$ cat src/rtl/mem_bus_responder.sv
// Memory-side responder for the CPU bus: decodes each request into RAM, MMIO or ROM,
// performs one device access with per-region wait states, then pulses ready with registered data.
module mem_bus_responder #(
  parameter int                    ADDR_WIDTH = 16,
  parameter int                    DATA_WIDTH = 8,
  parameter logic [ADDR_WIDTH-1:0] ROM_BASE   = 16'hF000,
  parameter logic [ADDR_WIDTH-1:0] MMIO_BASE  = 16'hE000,
  parameter int                    ROM_WAIT   = 1,
  parameter int                    RAM_WAIT   = 0,
  parameter int                    MMIO_WAIT  = 0
) (
  input  logic                  clk,
  input  logic                  reset,
  input  logic                  cpu_mem_read,
  input  logic                  cpu_mem_write,
  input  logic [ADDR_WIDTH-1:0] cpu_mem_address,
  input  logic [DATA_WIDTH-1:0] cpu_mem_data_out,
  output logic [DATA_WIDTH-1:0] cpu_mem_data_in,
  output logic                  cpu_mem_ready,
  output logic                  cpu_bus_error,
  output logic                  bus_busy,
  output logic [ADDR_WIDTH-1:0] ram_addr,
  output logic [DATA_WIDTH-1:0] ram_wdata,
  output logic                  ram_we,
  input  logic [DATA_WIDTH-1:0] ram_rdata,
  output logic [ADDR_WIDTH-5:0] rom_addr,
  input  logic [DATA_WIDTH-1:0] rom_rdata,
  output logic [7:0]            mmio_addr,
  output logic                  mmio_rd,
  output logic                  mmio_wr,
  output logic [DATA_WIDTH-1:0] mmio_wdata,
  input  logic [DATA_WIDTH-1:0] mmio_rdata
);

  typedef enum logic [1:0] {ST_IDLE, ST_ACCESS, ST_WAIT, ST_RESPOND} state_e;
  typedef enum logic [1:0] {OP_READ, OP_WRITE, OP_ILLEGAL}            op_e;
  typedef enum logic [1:0] {RG_RAM, RG_MMIO, RG_ROM}                  region_e;

  localparam logic [2:0] ROM_WAIT_C  = 3'(ROM_WAIT);
  localparam logic [2:0] RAM_WAIT_C  = 3'(RAM_WAIT);
  localparam logic [2:0] MMIO_WAIT_C = 3'(MMIO_WAIT);

  state_e                state_q, state_d;
  op_e                   op_q, op_d;
  region_e               region_q, region_d;
  logic [ADDR_WIDTH-1:0] addr_q, addr_d;
  logic [DATA_WIDTH-1:0] wdata_q, wdata_d;
  logic [2:0]            cnt_q, cnt_d;
  logic [DATA_WIDTH-1:0] data_in_q, data_in_d;
  logic [DATA_WIDTH-1:0] mmio_hold_q, mmio_hold_d;

  region_e    req_region;
  logic [2:0] region_wait;
  logic       last_cycle;

  always_comb begin
    if (cpu_mem_address >= ROM_BASE)       req_region = RG_ROM;
    else if (cpu_mem_address >= MMIO_BASE) req_region = RG_MMIO;
    else                                   req_region = RG_RAM;
  end

  always_comb begin
    case (region_q)
      RG_ROM:  region_wait = ROM_WAIT_C;
      RG_MMIO: region_wait = MMIO_WAIT_C;
      default: region_wait = RAM_WAIT_C;
    endcase
  end

  // True on the cycle whose closing edge hands over to RESPOND.
  assign last_cycle = ((state_q == ST_ACCESS) && (region_wait == 3'd0)) ||
                      ((state_q == ST_WAIT)   && (cnt_q == 3'd1));

  // NOTE: every always_comb output gets a default first so no path leaves it unassigned (no latch).
  always_comb begin
    state_d     = state_q;
    op_d        = op_q;
    region_d    = region_q;
    addr_d      = addr_q;
    wdata_d     = wdata_q;
    cnt_d       = cnt_q;
    data_in_d   = data_in_q;
    mmio_hold_d = mmio_hold_q;

    case (state_q)
      ST_IDLE: begin
        if (cpu_mem_read || cpu_mem_write) begin
          addr_d   = cpu_mem_address;
          wdata_d  = cpu_mem_data_out;
          region_d = req_region;
          if ((cpu_mem_read && cpu_mem_write) || (cpu_mem_write && req_region == RG_ROM))
            op_d = OP_ILLEGAL;
          else if (cpu_mem_write)
            op_d = OP_WRITE;
          else
            op_d = OP_READ;
          state_d = ST_ACCESS;
        end
      end
      ST_ACCESS: begin
        cnt_d = region_wait;
        if (op_q == OP_READ && region_q == RG_MMIO) mmio_hold_d = mmio_rdata;
        state_d = (region_wait == 3'd0) ? ST_RESPOND : ST_WAIT;
      end
      ST_WAIT: begin
        cnt_d = cnt_q - 3'd1;
        if (cnt_q == 3'd1) state_d = ST_RESPOND;
      end
      default: state_d = ST_IDLE;
    endcase

    // MMIO data is only valid during the strobe, so a waited MMIO read uses the held copy.
    if (last_cycle && op_q == OP_READ) begin
      case (region_q)
        RG_ROM:  data_in_d = rom_rdata;
        RG_MMIO: data_in_d = (state_q == ST_ACCESS) ? mmio_rdata : mmio_hold_q;
        default: data_in_d = ram_rdata;
      endcase
    end
  end

  // NOTE: sequential state uses non-blocking assignments so all flops update from pre-edge values.
  always_ff @(posedge clk or posedge reset) begin
    if (reset) begin
      state_q     <= ST_IDLE;
      op_q        <= OP_READ;
      region_q    <= RG_RAM;
      addr_q      <= '0;
      wdata_q     <= '0;
      cnt_q       <= '0;
      data_in_q   <= '0;
      mmio_hold_q <= '0;
    end else begin
      state_q     <= state_d;
      op_q        <= op_d;
      region_q    <= region_d;
      addr_q      <= addr_d;
      wdata_q     <= wdata_d;
      cnt_q       <= cnt_d;
      data_in_q   <= data_in_d;
      mmio_hold_q <= mmio_hold_d;
    end
  end

  // Strobes decode from the state register, so an async reset drops them at once.
  assign ram_we          = (state_q == ST_ACCESS) && (op_q == OP_WRITE) && (region_q == RG_RAM);
  assign mmio_rd         = (state_q == ST_ACCESS) && (op_q == OP_READ)  && (region_q == RG_MMIO);
  assign mmio_wr         = (state_q == ST_ACCESS) && (op_q == OP_WRITE) && (region_q == RG_MMIO);
  assign cpu_mem_ready   = (state_q == ST_RESPOND);
  assign cpu_bus_error   = (state_q == ST_RESPOND) && (op_q == OP_ILLEGAL);
  assign bus_busy        = (state_q != ST_IDLE);
  assign cpu_mem_data_in = data_in_q;
  assign ram_addr        = addr_q;
  assign ram_wdata       = wdata_q;
  assign rom_addr        = addr_q[ADDR_WIDTH-5:0] - ROM_BASE[ADDR_WIDTH-5:0];
  assign mmio_addr       = addr_q[7:0];
  assign mmio_wdata      = wdata_q;

endmodule
$ cat config.mk
export PLATFORM = sky130hd
export DESIGN_NAME = mem_bus_responder
export DESIGN_NICKNAME = d
export VERILOG_FILES = /design/src/rtl/mem_bus_responder.sv
export SDC_FILE = /design/constraint.sdc
export NUM_CORES = 1
export LEC_CHECK = 0
export CORE_MARGIN = 2
export CORE_UTILIZATION = 45
export DETAILED_ROUTE_END_ITERATION = 8
export DONT_BUFFER_PORTS = 1
export HOLD_SLACK_MARGIN = 0.12
export SETUP_SLACK_MARGIN = 0.3
export SLEW_MARGIN = 10
export SYNTH_ARGS = -nofsm -noshare
export SYNTH_HDL_FRONTEND = slang
export SYNTH_SLANG_ARGS = --single-unit
$ cat constraint.sdc
create_clock -name clk -period 2.1 [get_ports clk]
set_clock_uncertainty 0.15 [all_clocks]
set_input_delay 0.21 -clock clk [delete_from_list [all_inputs] [get_ports clk]]
set_output_delay 0.21 -clock clk [all_outputs]
set_load 0.02 [all_outputs]
* Yosys cells after proc, flatten, opt, wreduce, memory -nomap -nowiden *
Cells that the tools add are included.

operators by class
  muxes and demuxes = 12
  $add $sub $neg = 1
  $lt $le $gt $ge = 2
  reduce and logical (&&, ||, !) cells = 24
  eq/ne operators = 11

operator list
  cell                                                   count
  >= comparator 16 bit, second input constant            2
  one-hot mux 8 bit (2 select lines)                     1
  logical AND 1 bit                                      12
  == test 2 bit, second input constant                   5
  2-to-1 mux 2 bit                                       4
  2-to-1 mux 8 bit                                       1
  == test 2 x 1 -> 1 bit, second input constant          3
  logical NOT 2 bit                                      3
  one-hot mux 2 bit (3 select lines)                     1
  one-hot mux 3 bit (2 select lines)                     1
  AND reduction 2 bit                                    3
  2-to-1 mux 1 bit                                       4
  nonzero test 2 bit                                     2
  == test 3 x 1 -> 1 bit, second input constant          1
  logical NOT 3 bit                                      1
  logical OR 1 bit                                       3
  subtractor 3 x 1 -> 3 bit, second input constant       1
  inequality test 2 x 1 -> 1 bit, second input constant  1
  inequality test 2 bit, second input constant           1

storage, ports and cells
  flip-flop bits (word level) = 49
  output and inout port bits = 66
  word-level logic and storage cells = 58

* Longest topological paths before layout *
  depth after elaboration = 7
  gate-level depth with buffers = 7

* Least setup slack after synthesis *
No wires, ideal clock.

  kind = register to register
  start point = reg state_q[1]
  end point = reg mmio_hold_q[0]
  path slack = 0.204 ns
  path buffers = 2
  stages on the path, launching flop included = 8
  data arrival time = 1.622 ns
  setup time = 0.125 ns
  required time = 1.825 ns
  period minus slack after synthesis = 1.896 ns
  path through = dfrtp_1 > inv_1 > ha_1 > buf_6 > nor2b_1 > and3b_1 > buf_4 > mux2_2

between the ends
  word-level cells in the longest chain between the ends = 2

ends and longest elaborated chain
  element                        line  RTL
  start, declared                43    state_e state_q, state_d;
  start signal, assigned         134   state_q <= state_d;
  == test 2 x 1 -> 1 bit         85    case (state_q)
  AND reduction 2 bit (no line)  --
  end signal, assigned           141   mmio_hold_q <= mmio_hold_d;
  end, declared                  50    logic [DATA_WIDTH-1:0] mmio_hold_q, mmio_hold_d;

Every way passes these cells.
A chain may end at the register's enable or synchronous reset.

* Final worst setup path *
  start point = reg state_q[0]
  end point = out mmio_rd

between the ends
  word-level cells in the longest chain between the ends = 3

ends and longest elaborated chain
  element                         line  RTL
  == test 2 x 1 -> 1 bit          147   assign mmio_rd = (state_q == ST_ACCESS) && (op_q == OP_READ) && (region_q == RG_MMIO);
  logical AND 1 bit (2 in a row)  147
  end, declared                   29    output logic mmio_rd,

Every way passes these cells.

==> reports/metrics.csv <==
stage,metric,value,unit
yosys,synth_top_cell_by_area,dfrtp_1,
yosys,synth_top_area_share,47.2,%
clock_network,clock_tree.root_cell,clkbuf_8,
timing,finalCriticalPeriod,1830,ps
routing,drtIter0Drc,65,
pwr,vdd_drop_max,0.000799,V
setup_path,cp.arrival,1470,ps
place,place_hpwl,3.83,mm
global_routing,overflow,0,
timing,relSlewSlack,57.9,%
clock_network,clkSlewWorstSetupHoldPaths,100,ps
pwr,p_total,5.15,mW
setup_path,cp.required,1740,ps
routing,drc,0,
place,portBuffers,0,
die,fp.dieW,80.0,um
layout,nets,305,
clock_network,cts_tree,built,
timing,post-route-period-util,87.2,%
setup_path,crit_path_max_fanout,5,
place,place_area,2530,sq um
run_status,status,completed,
yosys,synthTopCellsByCount,"49 x dfrtp_1, 34 x mux2_2, 30 x buf_4",
hold_path,worst_hold_path_type,input port to register,
yosys,yosys.cell_count.top_type,dfrtp_1,
die,core_area,5540,sq um
die,rows,27,
yosys,ys_ff_latch,49,
timing,tightest_slew,630,ps
yosys,synth_area_leaders,"dfrtp_1 47%, mux2_2 15%, buf_4 8.7%",
timing,drv_slew,0,
clock_network,clock_latency,300,ps
pwr,leakage,1.44,nW
place,place_congestion,0.827,
setup_path,critPathKind,register to output pin,
yosys,async_flop_share,100,%
clock_network,max-clock-path-buffers,2,
die,dieArea,6400,sq um
layout,fill_cells,449,
global_routing,grt_util_all_layers,18.3,%
routing,routed_wl,5.81,mm
yosys,ys_types,32,
routing,ant_nets,0,
yosys,syn_inst,213,
layout,final_area,3220,sq um
clock_network,htreeDepth,2,
timing,timing.fmax,546,MHz
yosys,synth_edf_count,0,
global_routing,grt_max_degree,32,
layout,syn_to_final_growth,23.9,%
global_routing,grt_pass1_vias,1846,
routing,routed_via_density,5.39,
yosys,syn_avg_cell_area,12.2,sq um
yosys,synth-seq-area-share,47.2,%
yosys,syn-num-nets,275,
clock_network,numCtsBuffers,5,
layout,antenna_cells,0,
place,dpl.cell_count,256,
routing,vias,1704,
yosys,ys_warn_count,0,
die,initial_core_util,46.9,%
yosys,synth-main-ff-cell,dfrtp_1,
timing,hold_violations,0,
timing,rsz0062_at_grt,true,
timing,setup_viol,0,
global_routing,grt_pass1_wl,9.05,mm
clock_network,cts_sinks,49,
yosys,synth.cell_area,2600,sq um
routing,post_drt_wl_per_cell,18.4,um
global_routing,antenna_found_initial,0,
timing,finalSetupTns,0,ps
routing,drtPass1Iterations,4,
die,design.portCount,118,
layout,stdcell_count,316,
layout,drive_gt1_share,32.4,%
pwr,powerDensity,1600,nW/um^2
setup_path,end_kind,output pin,
setup_path,start_kind,register,
flow_run,maxCapViolCount,0,
die,dieHeight,80.0,um
[critical path: stages, from the launching register on]
cell and delay [ps]:
dfrtp_2 470, ha_4 180, nor2b_4 120, and3b_1 170, buf_6 110, buf_6 120
[timing repair]
item / 4_1_cts / 5_1_grt
buffers inserted: 5 / 0
endpoints found under the hold margin: 73 / 0
cloned: 0 / 1
pin swaps: 2 / 2
gates resized for setup: 11 / 5
setup endpoints to repair: 19 / 44
hold buffers: 46 / 0
[registers in the layout (all words and copies together), names as in the netlist]
name             count
ram_addr            16
cpu_mem_data_in      8
mmio_hold_q          8
mmio_wdata           8
cnt_q                3
op_q                 2
region_q             2
state_q              2
[per-layer routing]
layer / part of all wire [%] / track usage, % / wire (um) / up-vias
met4: 0.76 / 3.56 / 44 / 0
met3: 7.2 / 5.09 / 420 / 4
li1: - / - / - / 771
met2: 52 / 33.4 / 3030 / 70
met5: 0 / 0 / 0 / -
met1: 40 / 21.5 / 2310 / 859
[power by group]
| part | internal (mW) | switching [mW] | total, mW |
|---|---|---|---|
| logic | 1.08 | 0.789 | 1.87 |
| clock network | 0.357 | 0.335 | 0.692 |
| registers | 1.40 | 1.20 | 2.59 |
[kinds of logic after synthesis]
family	share of synthesized area, %
flops	47.2
buf+inv	13.3
compound gates	6.26
fa+ha+maj	4.81
simple gates	6.06
mux	22.4
[cell usage in the layout (no fill, tap or decap), types with 5 or more instances in the layout]
cell type / Yosys / layout
mux2i_1: 8 / 8
ha_1: 10 / 7
inv_1: 18 / 14
dfrtp_1: 49 / 48
dlygate4sd3_1: 0 / 46
buf_4: 30 / 9
nand3_1: 9 / 9
mux2_2: 34 / 26
clkbuf_8: 0 / 5
mux2_4: 8 / 16
o221ai_1: 8 / 8
[area by class of cell]
type                       instances  area, sq um  share of cell area (%)
tap                               72         90.1                    2.80
inverter                          18         67.6                    2.10
timing repair buffer              60          607                    18.8
sequential                        49         1230                    38.1
clock inverter                     3         43.8                    1.36
multi-input combinational        109         1120                    34.7
clock buffer                       5         68.8                    2.14
[through the flow]
stage / util (%) / hold WS, ps / setup WS (ps)
final: 58.1 / 119 / 269
after global routing: 58.1 / 135 / 225
after CTS: 57.4 / 123 / 274
after detailed placement: 45.6 / 67.0 / 173
after global placement: 45.6 / 52.6 / 241
after floorplan: - / 156 / 252
[final timing paths]
check,depth (start not counted),slack (ps),endpoint,startpoint
setup / recovery,5,270,mmio_rd,state_q[0]$_DFFE_PP0P_
hold / removal,3,120,cpu_mem_data_in[6]$_DFFE_PP0P_,mmio_rdata[6]
setup reg to reg,7,300,mmio_hold_q[0]$_DFFE_PP0P_,state_q[1]$_DFFE_PP0P_
hold reg to reg,1,370,mmio_hold_q[4]$_DFFE_PP0P_,mmio_hold_q[4]$_DFFE_PP0P_
max in group asynchronous,3,810,cpu_mem_data_in[3]$_DFFE_PP0P_,reset
min in group asynchronous,2,290,ram_addr[5]$_DFFE_PP0P_,reset
Power figures use the tool's default switching activity.
